### src/rtl/mod_counter.sv
// mod_counter: parametrised up/down modulo counter.
// Counts over 0..MOD-1 with runtime direction, parallel load, wrap or
// saturate at the terminal value, a zero-latency carry for cascading and a
// sticky overflow flag. Stages chain by tying the next stage's en to this
// stage's carry.
module mod_counter #(
  parameter int unsigned      WIDTH    = 4,
  parameter longint unsigned  MOD      = 10,
  parameter bit               SATURATE = 1'b0
) (
  input  logic             clk,
  input  logic             rst,
  input  logic             en,
  input  logic             clr,
  input  logic             load,
  input  logic [WIDTH-1:0] load_value,
  input  logic             up,
  output logic [WIDTH-1:0] cnt_value,
  output logic             carry,
  output logic             ovf
);

  // The modulus needs one bit more than the counter when MOD == 2**WIDTH,
  // so it is only ever compared in WIDTH+1 bits.
  localparam logic [WIDTH:0]   MOD_EXT = (WIDTH+1)'(MOD);
  localparam logic [WIDTH-1:0] MAX_VAL = WIDTH'(MOD - 1);

  logic [WIDTH-1:0] cnt_q;
  logic             ovf_q;
  logic [WIDTH-1:0] term_val;
  logic             at_term;
  logic [WIDTH-1:0] step_val;
  logic [WIDTH-1:0] load_clamped;
  logic             step_now;

  // Terminal value follows the direction sampled this cycle.
  always_comb begin
    term_val = '0;
    if (up) begin
      term_val = MAX_VAL;
    end
    at_term = (cnt_q == term_val);
  end

  // Next value for an enabled step; the non-terminal +/-1 can never leave
  // the range, so plain WIDTH-bit arithmetic is exact there.
  always_comb begin
    step_val = cnt_q;
    if (at_term) begin
      if (SATURATE) begin
        step_val = cnt_q;
      end else if (up) begin
        step_val = '0;
      end else begin
        step_val = MAX_VAL;
      end
    end else if (up) begin
      step_val = cnt_q + WIDTH'(1);
    end else begin
      step_val = cnt_q - WIDTH'(1);
    end
  end

  // Out-of-range load values clamp to the top of the range.
  always_comb begin
    load_clamped = MAX_VAL;
    if ({1'b0, load_value} < MOD_EXT) begin
      load_clamped = load_value;
    end
  end

  assign step_now = en & ~clr & ~load;

  // Count and sticky-overflow registers; clr > load > en > hold.
  always_ff @(posedge clk or negedge rst) begin
    if (!rst) begin
      cnt_q <= '0;
      ovf_q <= 1'b0;
    end else if (clr) begin
      cnt_q <= '0;
      ovf_q <= 1'b0;
    end else if (load) begin
      cnt_q <= load_clamped;
    end else if (en) begin
      cnt_q <= step_val;
      if (at_term) begin
        ovf_q <= 1'b1;
      end
    end
  end

  // Carry is combinational so a following stage steps on the same edge.
  assign carry     = rst & step_now & at_term;
  assign cnt_value = cnt_q;
  assign ovf       = ovf_q;

endmodule
### config.mk
export PLATFORM = sky130hd
export DESIGN_NAME = mod_counter
export DESIGN_NICKNAME = d
export VERILOG_FILES = /design/src/rtl/mod_counter.sv
export SDC_FILE = /design/constraint.sdc
export NUM_CORES = 1
export LEC_CHECK = 0
export BUFFER_PORTS_ARGS = -buffer_cell sky130_fd_sc_hd__buf_2
export CAP_MARGIN = 10
export CORE_AREA = 2 2 39 41
export DETAILED_ROUTE_END_ITERATION = 6
export DIE_AREA = 0 0 41 43
export HOLD_SLACK_MARGIN = 0.06
export PLACE_DENSITY = 0.53
export SLEW_MARGIN = 10
export SYNTH_ARGS = -nofsm -noshare
export SYNTH_HDL_FRONTEND = slang
export SYNTH_SLANG_ARGS = --single-unit
### constraint.sdc
create_clock -name clk -period 1.9 [get_ports clk]
set_input_delay 0.095 -clock clk [delete_from_list [all_inputs] [get_ports clk]]
set_output_delay 0.095 -clock clk [all_outputs]
set_load 0.05 [all_outputs]
==> impl_metrics.env <==
export IMPL_timing_critical_path_arrival_ns=1.71
export IMPL_setup_slack_ns=0.0971
export IMPL_regArea_um2=126
export IMPL_fin_tns_setup_ns=0
export IMPL_worstHoldPathCells=2
export IMPL_finalCritPeriodShare_pct=94.9
export IMPL_number_of_global_route_vias_before_repair=344
export IMPL_cts_num_sinks=5
export IMPL_power_density_of_the_placed_cells_nw_per_um2=695
export IMPL_grt_start_max_net_pins=10
export IMPL_die_w_um=41
export IMPL_max_cap_violations=0
export IMPL_cts_root_buffer_cell="sky130_fd_sc_hd__clkbuf_4"
export IMPL_areaGrowthSynthToFinish_pct=35.9
export IMPL_nets=79
export IMPL_dieArea_um2=1760
export IMPL_cts_path_max_buffers=2
export IMPL_post_synth_num_cell_types=24
export IMPL_yosysWarnings=0
export IMPL_ff_to_ff_path_depth=6
export IMPL_path_cells="or3_4 > a211oi_4 > and4b_2 > buf_6"
export IMPL_min_delay_path_class="primary input to flip-flop"
export IMPL_worstHoldStart="clr"
export IMPL_fmax_mhz=555
export IMPL_required_ns=1.80
export IMPL_clock_skew_final_ns=0.00440
export IMPL_number_of_cts_inserted_buffers=3
export IMPL_layout_commonest_cell="sky130_fd_sc_hd__buf_2"
export IMPL_run_status="completed"
export IMPL_max_stage_delay_ns=0.43
export IMPL_design_core_area_um2=1380
export IMPL_multi_input_comb_area_um2=250
export IMPL_drt_pre_antenna_iters=4
export IMPL_yosysTopAreaCell="sky130_fd_sc_hd__dfrtp_1"
export IMPL_start_util_pct=28.9
export IMPL_grt_overflow_total=0
export IMPL_p_leak_nw=0.262
export IMPL_cp_capture_type="primary output"
export IMPL_start_kind="flip-flop"
export IMPL_critPathSlowestCell="sky130_fd_sc_hd__dfrtp_2"
export IMPL_synth_avg_cell_area_um2=8.90
export IMPL_num_rows=14
export IMPL_dr_first_iter_drc_count=8
export IMPL_tritoncts="yes"
export IMPL_syn_inst=45
export IMPL_path_clk_slew_ns=0.05
export IMPL_worst_slack_at_placement_ns=0.162
export IMPL_drc=0
export IMPL_synth_sequential_area_ratio_pct=31.3
export IMPL_synth_fp_nets=58
export IMPL_max_slew_worst_pin_slew_ns=0.249
export IMPL_finalWorstPathRequiredPeriod_ns=1.80
export IMPL_number_of_inserted_filler_cells_in_the_final_layout=147
export IMPL_hpwlAfterDp_um=718
export IMPL_antennaDiodeCount=0
export IMPL_avgViaCountPerCell=4.83
export IMPL_worst_path_max_fanout=6
export IMPL_final_max_slew_viol_count=0
export IMPL_grt_total_usage_pct=12.0
export IMPL_vias=391
export IMPL_rsz0062_at_grt="no"
export IMPL_clkLatencyLatePin_ns=0.24
export IMPL_hold_violations=0
export IMPL_routed_wirelength_um=914
export IMPL_buffer_ports_inserted=15
export IMPL_synth_seq_cells=5
export IMPL_ys_top_cells_by_area="sky130_fd_sc_hd__dfrtp_1 (31%), sky130_fd_sc_hd__a21oi_1 (8.8%), sky130_fd_sc_hd__ha_1 (6.3%)"
export IMPL_die_height_um=43
export IMPL_worst_ir_drop_vdd_v=0.000335
export IMPL_synth_cell_area_um2=400
export IMPL_worst_r2r_startpoint="cnt_value[2]"
export IMPL_grt_antenna_before_repair=0
export IMPL_post_route_antenna_net_violation_count=0
export IMPL_criticalPathCategory="flip-flop to primary output"
export IMPL_timing_final_setup_violations=0
export IMPL_grt_first_pass_wirelength_um=1370
export IMPL_whs_endpoint="cnt_value[2]"
export IMPL_final_layout_size_suffix_gt1_share_pct=36.9
export IMPL_synth_top_cell_area_share_pct=31.3
export IMPL_relSlewSlack_pct=83.4
export IMPL_r2r_slack_ns=0.24
export IMPL_mostFrequentLayoutCells="sky130_fd_sc_hd__buf_2 (14), sky130_fd_sc_hd__a21oi_1 (7), sky130_fd_sc_hd__inv_1 (6)"
export IMPL_r2r_end="cnt_value[3]"
export IMPL_place_congestion=0.694
export IMPL_cts_max_level=1
export IMPL_wl_per_cell_um=11.3
export IMPL_boundaryPins=16
synth_stat cells:
master,instances
sky130_fd_sc_hd__a211oi_4,1
sky130_fd_sc_hd__a21boi_0,1
sky130_fd_sc_hd__a21oi_1,7
sky130_fd_sc_hd__a311oi_1,1
sky130_fd_sc_hd__a31oi_1,1
sky130_fd_sc_hd__and3_1,1
sky130_fd_sc_hd__and4b_1,1
sky130_fd_sc_hd__clkbuf_1,1
sky130_fd_sc_hd__dfrtp_1,5
sky130_fd_sc_hd__fa_1,1
sky130_fd_sc_hd__ha_1,2
sky130_fd_sc_hd__inv_1,6
sky130_fd_sc_hd__nand3_1,2
sky130_fd_sc_hd__nand3b_1,1
sky130_fd_sc_hd__nor2_1,2
sky130_fd_sc_hd__nor2b_1,1
sky130_fd_sc_hd__nor3_1,2
sky130_fd_sc_hd__nor3b_1,1
sky130_fd_sc_hd__o21ai_0,2
sky130_fd_sc_hd__o31ai_1,1
sky130_fd_sc_hd__or2_2,1
sky130_fd_sc_hd__or3_4,1
sky130_fd_sc_hd__xnor2_1,2
sky130_fd_sc_hd__xor2_1,1
stage by stage:
step,utilization (%),cell area [um2],power [mW],instances,hold WS (ns)
6_report,39.3,544,0.378,81,0.0819
5_1_grt,39.3,544,0.407,81,0.0885
4_1_cts,39.0,539,0.385,81,0.0761
3_5_place_dp,35.6,493,0.252,75,-0.0788
3_3_place_gp,35.6,493,0.252,75,-0.0791
2_1_floorplan,-,402,0.215,45,-0.201
registers in the layout, indices dropped and copies added (netlist names):
signal and cells:
cnt_value 4, ovf 1
layout make-up:
cell class              count  area share [%]
clock buffers               4            4.83
well taps                  16            3.68
repair buffers             17            18.2
multi-input cells          33            46.0
flip-flops and latches      5            23.2
inverters                   6            4.14
worst max path at each step:
| stage | start | to | cells after the start |
|---|---|---|---|
| 3_5_place_dp | cnt_value[0] | carry | 4 |
| 4_1_cts | cnt_value[0] | carry | 4 |
| 3_3_place_gp | cnt_value[0] | carry | 4 |
| 2_1_floorplan | cnt_value[0] | carry | 3 |
| 6_report | cnt_value[0] | carry | 4 |
| 5_1_grt | cnt_value[0] | carry | 4 |
cells by family (layout without fill, tap and decap cells):
family,after synthesis,count (layout),share of synthesized area (%)
simple gates,13,13,20.6
flops,5,5,31.3
xor+xnor,3,3,6.56
buf+inv,7,27,6.56
compound gates,14,14,23.8
fa+ha+maj,3,3,11.2
power breakdown:
group / internal [mW] / switching (mW)
combinational: 0.0516 / 0.0774
clock: 0.0794 / 0.0430
sequential: 0.115 / 0.0120
repair_timing:
action	4_1_cts	5_1_grt
pin swaps	1	0
endpoints found under the hold margin	5	0
hold buffers	1	0
gates cloned	0	0
buffers inserted	1	0
endpoints found under the setup margin	1	1
gates resized for setup	1	2
critical path, delay by kind of cell, from the launching register on:
kind,cells,cell delay (ns)
buf+inv,1,0.15
compound gates,1,0.22
flops,1,0.43
simple gates,2,0.65
per-layer routing:
metal / global-route usage (%) / up-vias / routed length [um]
li1: - / 202 / -
met2: 16.3 / 12 / 401
met4: 8.00 / 0 / 0
met1: 16.0 / 177 / 471
met5: 0 / - / 0
met3: 3.14 / 0 / 41
(Power assumes the default switching activity.)
